===== src/rtl/bitmap_pkg.sv =====
// Shared constants for the bitmap dual-port memory and its column reader.
// The memory wrapper and the reader both take their widths from here.
package bitmap_pkg;

  localparam int BMP_ADDR_W   = 12;
  localparam int BMP_WORD_W   = 256;
  localparam int BMP_MAX_COLS = 4096;

  typedef enum logic [1:0] {
    RD_IDLE,
    RD_FETCH,
    RD_WAIT,
    RD_PRESENT
  } rd_state_e;

endpackage


===== src/rtl/bitmap_column_reader.sv =====
// Walks the bitmap memory port B one column word at a time from a base address
// and presents each word to the column consumer over a valid/ready handshake.
module bitmap_column_reader
  import bitmap_pkg::*;
#(
  parameter int ADDR_W = BMP_ADDR_W,
  parameter int DATA_W = BMP_WORD_W,
  parameter int RD_LAT = 1
) (
  input  logic              clk,
  input  logic              reset_n,
  input  logic              start,
  input  logic [ADDR_W-1:0] base_addr,
  input  logic [ADDR_W:0]   num_cols,
  input  logic              abort,
  output logic [ADDR_W-1:0] addrb,
  input  logic [DATA_W-1:0] dob,
  output logic [DATA_W-1:0] col_data,
  output logic              col_valid,
  input  logic              col_ready,
  output logic              busy,
  output logic              done,
  output logic [ADDR_W:0]   col_idx
);

  localparam int LAT_W = $clog2(RD_LAT + 1);

  localparam logic [ADDR_W:0]   MAX_COLS = {1'b1, {ADDR_W{1'b0}}};
  localparam logic [ADDR_W:0]   ONE_COL  = {{ADDR_W{1'b0}}, 1'b1};
  localparam logic [ADDR_W-1:0] ONE_ADDR = {{(ADDR_W-1){1'b0}}, 1'b1};
  localparam logic [LAT_W-1:0]  LAT_ONE  = {{(LAT_W-1){1'b0}}, 1'b1};
  localparam logic [LAT_W-1:0]  LAT_LAST = LAT_W'(RD_LAT);

  function automatic logic [ADDR_W:0] clamp_cols(input logic [ADDR_W:0] n);
    return (n > MAX_COLS) ? MAX_COLS : n;
  endfunction

  rd_state_e         state;
  logic [ADDR_W-1:0] ptr;
  logic [ADDR_W:0]   remain;
  logic [LAT_W-1:0]  lat_cnt;
  logic [ADDR_W:0]   start_cols;
  logic [ADDR_W-1:0] ptr_next;

  always_comb begin
    start_cols = clamp_cols(num_cols);
    ptr_next   = ptr + ONE_ADDR;
  end

  always_ff @(posedge clk or negedge reset_n) begin
    if (!reset_n) begin
      state     <= RD_IDLE;
      ptr       <= '0;
      remain    <= '0;
      lat_cnt   <= '0;
      addrb     <= '0;
      col_data  <= '0;
      col_valid <= 1'b0;
      busy      <= 1'b0;
      done      <= 1'b0;
      col_idx   <= '0;
    end else begin
      done <= 1'b0;
      // abort outranks everything once a swatch is running; in IDLE it is a no-op
      if (abort && (state != RD_IDLE)) begin
        state     <= RD_IDLE;
        col_valid <= 1'b0;
        busy      <= 1'b0;
        done      <= 1'b1;
      end else begin
        case (state)
          RD_IDLE: begin
            if (start) begin
              ptr     <= base_addr;
              remain  <= start_cols;
              col_idx <= '0;
              if (start_cols == '0) begin
                done <= 1'b1;
              end else begin
                addrb <= base_addr;
                busy  <= 1'b1;
                state <= RD_FETCH;
              end
            end
          end
          RD_FETCH: begin
            lat_cnt <= LAT_ONE;
            state   <= RD_WAIT;
          end
          RD_WAIT: begin
            if (lat_cnt == LAT_LAST) begin
              col_data  <= dob;
              col_valid <= 1'b1;
              state     <= RD_PRESENT;
            end else begin
              lat_cnt <= lat_cnt + LAT_ONE;
            end
          end
          RD_PRESENT: begin
            if (col_valid && col_ready) begin
              col_valid <= 1'b0;
              col_idx   <= col_idx + ONE_COL;
              remain    <= remain - ONE_COL;
              ptr       <= ptr_next;
              if (remain == ONE_COL) begin
                done  <= 1'b1;
                busy  <= 1'b0;
                state <= RD_IDLE;
              end else begin
                // addrb is left alone after the last column so it holds in IDLE
                addrb <= ptr_next;
                state <= RD_FETCH;
              end
            end
          end
          default: state <= RD_IDLE;
        endcase
      end
    end
  end

endmodule

===== config.mk =====
export PLATFORM = sky130hd
export DESIGN_NAME = bitmap_column_reader
export DESIGN_NICKNAME = d
export VERILOG_FILES = /design/src/rtl/bitmap_pkg.sv /design/src/rtl/bitmap_column_reader.sv
export SDC_FILE = /design/constraint.sdc
export NUM_CORES = 1
export LEC_CHECK = 0
export CAP_MARGIN = 30
export CORE_AREA = 4 4 218 220
export DETAILED_ROUTE_END_ITERATION = 12
export DIE_AREA = 0 0 222 224
export MAX_ROUTING_LAYER = met4
export PLACE_DENSITY_LB_ADDON = 0.2
export SLEW_MARGIN = 40
export SYNTH_ARGS = -nofsm -noshare
export SYNTH_HDL_FRONTEND = slang
export SYNTH_SLANG_ARGS = --single-unit

===== constraint.sdc =====
create_clock -name clk -period 2.6 [get_ports clk]
set_clock_uncertainty 0.15 [all_clocks]
set_input_delay 0.52 -clock clk [delete_from_list [all_inputs] [get_ports clk]]
set_output_delay 0.52 -clock clk [all_outputs]
set_load 0.01 [all_outputs]

# Word level (Yosys, flattened, before mapping)
# Index checks and enable logic that the tools add are counted.
[word_totals] output_inout_bits=284 reg_bits=312 wordCells=85
[op_classes] n_reduce_logical=16 n_eq_ne=13 bitwise_logic=1 order_cmp=1 n_mux=40 n_addsub=4
[op_table] op="$mux W12" count=6
[op_table] op="$mux W13" count=5
[op_table] op="$pmux W13 S2" count=2
[op_table] op="$pmux W12 S2" count=2
[op_table] op="$mux W1" count=15
[op_table] op="$ne A3 B3 Y1 const B" count=5
[op_table] op="$add A13 B1 Y13 const B" count=1
[op_table] op="$eq A13 B1 Y1 const B" count=1
[op_table] op="$gt A13 B13 Y1 const B" count=1
[op_table] op="$logic_not A13 Y1" count=1
[op_table] op="$sub A13 B1 Y13 const B" count=1
[op_table] op="$add A12 B1 Y12 const B" count=1
[op_table] op="$mux W2" count=5
[op_table] op="$ne A2 B2 Y1 const B" count=4
[op_table] op="$pmux W1 S2" count=4
[op_table] op="$pmux W2 S4" count=1
[op_table] op="$reduce_and A4 Y1" count=2
[op_table] op="$reduce_and A3 Y1" count=2
[op_table] op="$reduce_and A6 Y1" count=1
[op_table] op="$reduce_bool A2 Y1" count=3
[op_table] op="$reduce_bool A3 Y1" count=2
[op_table] op="$reduce_and A5 Y1" count=1
[op_table] op="$eq A2 B2 Y1 const B" count=2
[op_table] op="$eq A2 B1 Y1 const B" count=1
[op_table] op="other kinds (5)" count=6

# Longest topological paths before layout
[logic_depth] word_depth=7 depth_mapped=9

# Worst setup path before layout
# No wires, ideal clock.
[synth_timing] path_type="reg2reg" start="reg remain[0]" end="reg remain[8]" setup_slack_ps=208 path_buffers=0 path_stages_with_launch=8 synth_period_minus_slack_ps=2392 arrival_time_ps=2175 setup_time_ps=68 cell_sequence="dfrtp_1 -> inv_1 -> ha_1 -> or3b_2 -> or2_2 -> or4_2 -> a21oi_1 -> a221o_1"
[synth_via] elab_chain_len=3
[synth_rtl] item="start: declaration" line_no="bitmap_column_reader.sv:40" rtl="logic [ADDR_W:0] remain;"
[synth_rtl] item="start signal: assignment" line_no="bitmap_column_reader.sv:75" rtl="remain <= start_cols;"
[synth_rtl] item="start signal: assignment" line_no="bitmap_column_reader.sv:103" rtl="remain <= remain - ONE_COL;"
[synth_rtl] item="$sub A13 B1 Y13" line_no="bitmap_column_reader.sv:103"
[synth_rtl] item="$mux W13" line_no="bitmap_column_reader.sv:100" rtl="if (col_valid && col_ready) begin"
[synth_rtl] item="$pmux W13 S2" line_no="bitmap_column_reader.sv:71" rtl="case (state)"
# No other way between the ends. The select of a mux whose other input is x is not followed.
# A chain may end at the register's enable or synchronous reset.

# Worst setup path after layout
[layout_timing] start="reg remain[1]" end="reg remain[8]"
# The elaborated chain is that of the path after synthesis.

==> flow_summary.json <==
{
  "die_h_um": 224,
  "end_kind": "flip-flop",
  "place_ws_ns": -0.00254,
  "insertion_delay_ns": 0.53,
  "r2r_setup_slack_ns": 0.15,
  "fin_total_pwr_mw": 27.0,
  "synth.cell_area_um2": 12700,
  "maxSlewHeadroom_pct": 65.7,
  "cts_buffers": 39,
  "crit_arrival_ns": 2.77,
  "syn-num-nets": 1197,
  "cts.htree.levels": 2,
  "rsz0062_at_grt": "false",
  "yosysTopAreaCellShare_pct": 61.3,
  "num_rows": 78,
  "synth.ff_latch_count": 312,
  "vias_per_cell": 4.52,
  "place_congestion": 0.842,
  "register_area_um2": 7810,
  "grt_usage_pct": 17.3,
  "n_fill_cell": 4152,
  "seq_area_frac_synth_pct": 61.3,
  "worst_slew_pin_slew_ns": 0.515,
  "drtAntennaViolNets": 0,
  "slowest_delay_ns": 0.54,
  "synth_cells": 904,
  "drt_iter0_drc": 473,
  "slew_viol_final": 0,
  "overflow": 0,
  "synth_top_family_by_area": "multiplexers",
  "muxShareOfSynthArea_pct": 24.3,
  "crit_family": "simple AND/OR/NAND/NOR gates",
  "vias": 9829,
  "max_freq_mhz": 408,
  "die_w_um": 222,
  "ys_types": 56,
  "synth_warnings": 0,
  "fin_crit_ns": 2.45,
  "clockBufferDepth": 3,
  "slowest_stage": "or4_2",
  "synth-edff-count": 0,
  "setup_violations": 0,
  "tns_ns": 0,
  "design_area_um2": 21100,
  "grt_pass1_wl_mm": 65.3,
  "peakVddDrop_mv": 0.675,
  "fin_crit_sh_pct": 94.3,
  "dominantRegCellSynth": "dfrtp_1",
  "synth_xor_area_share_pct": 1.10,
  "synthArstFlopShare_pct": 100,
  "first_global_vias": 10400,
  "drt_pass1_iterations": 5,
  "status": "finished, final reports clean",
  "cp_cell_sequence": "inv_1, ha_1, or3b_4, or2_2, or4_2, a21oi_1, a221o_1",
  "io_pins": 570,
  "cts_tree": "yes",
  "route.detailed.drc": 0,
  "final_cell_count_no_fill": 2173,
  "final_util_pct": 46.6,
  "crit_path_start": "remain[1]",
  "start_util_pct": 28.1,
  "synthAdderAreaFrac_pct": 0.688,
  "maxCapViolations": 0,
  "dpl_cell_area_um2": 19700,
  "syn_avg_cell_area_um2": 14.1,
  "dp.cells": 2095,
  "p_leak_nw": 8.59,
  "cts_sinks": 312,
  "crit_path_start_kind": "flip-flop",
  "yosysTopAreaCell": "dfrtp_1",
  "synthToLayoutAreaGrowth_pct": 65.5,
  "cp_num_buf_inv": 1,
  "grt_start_max_net_pins": 87,
  "dpl.hpwl_mm": 34.1,
  "clkTransAtPathRegs_ns": 0.06,
  "synthTopCellsByArea": "dfrtp_1 (61%), mux2_2 (24%), buf_2 (1.1%)",
  "power_density_nw_per_um2": 1280,
  "drt_wl_total_mm": 43.7,
  "finalWorstSetupSlack_ns": 0.147,
  "reg2reg_to": "remain[8]",
  "cts-root-buf": "clkbuf_16",
  "final_nets": 1830,
  "drive_above_1_share_pct": 26.5,
  "core_um2": 45300,
  "die-area_um2": 49700,
  "hold_viol_final": 0,
  "multi_input_comb_area_um2": 4670,
  "r2r_start": "remain[1]",
  "port_buffers": 569,
  "crit_required_ns": 2.92,
  "worst_r2r_path_depth": 7,
  "antenna_found_initial": 8,
  "synth_simple_gate_area_share_pct": 6.21,
  "synth-compound-area-share_pct": 4.24,
  "whs_ns": 0.290,
  "critPathMaxFanout": 6,
  "hold_path_class": "in -> async",
  "wire_per_inst_um": 20.1,
  "crit_type": "reg -> reg"
}
-- worst max-delay path by stage --
stage / endpoint / cells after the start
global route: remain[8] / 7
CTS: remain[8] / 7
detailed placement: addrb[1] / 7
finish: remain[8] / 7
floorplan: remain[8] / 7
global placement: addrb[7] / 7
-- cell families after synthesis --
logic type | after synthesis
buf+inv | 59
compound gates | 84
mux | 275
simple gates | 151
fa+ha+maj | 7
xor+xnor | 16
flops | 312
-- cell usage in the layout (no fill, tap or decap), types with 7 or more instances in the layout --
cell type,n
clkdlybuf4s50_1,568
dfrtp_1,312
mux2_2,272
buf_4,48
clkbuf_16,40
nand2_1,34
nor2_1,33
a21oi_1,24
o21ai_0,23
buf_12,20
nand3_1,19
xor2_1,14
inv_1,13
nor3_1,9
clkinv_2,9
diode_2,8
or4_1,7
nand4_1,7
ha_1,7
-- state kept, by name, summed over array words and instances, names as in the netlist --
signal     count
busy           1
remain        13
done           1
col_idx       13
col_valid      1
ptr           12
col_data     256
addrb         12
state          2
lat_cnt        1
-- final cells by class --
cell class,count,area share (%)
clock inverter,20,1.19
antenna,8,0.0950
clock buffer,49,5.05
tap,600,3.56
inverter,13,0.231
timing repair buffer,638,30.7
sequential,312,37.0
multi-input combinational,533,22.1
-- report_power, final --
part	total (mW)	internal, mW	switching, mW
clock network	5.52	3.41	2.12
registers	8.59	7.28	1.31
logic	12.9	7.65	5.21
-- worst reg2reg max path: cells and delay by family (launching register included) --
kind,cells,cell delay [ns]
adder cells (fa/ha/maj),1,0.19
flip-flops,1,0.40
buffers and inverters,1,0.11
AO/OA/AOI/OAI,2,0.28
AND/OR/NAND/NOR,3,1.26
-- cells in the mapped netlist, drive strengths merged, types with 4 or more instances --
library cell  count
nand2b            5
and3              4
nand3            19
o21ai            23
a21oi            24
nand2            34
or4               8
xor2             14
nor3              9
nand3b            4
dfrtp           312
nor4              4
nand4             7
nor2             35
a221o             5
nor2b             4
mux2            272
clkbuf           15
ha                7
a22oi             6
and4              4
buf              31
or3               4
inv              13
-- repair_timing --
action / CTS / global route
hold endpoints to repair: 51 / 0
hold buffers: 1 / 0
resized for setup: 0 / 1
endpoints found under the setup margin: 0 / 1
setup buffers: 0 / 0
-- metal layers --
metal	up-vias	GRT usage (%)	share of wire [%]
met1	4842	19.9	39
met2	392	28.5	50
met5	-	-	0
li1	4525	-	-
met3	70	6.03	8.4
met4	0	5.74	2.6
(Power assumes the default switching activity.)
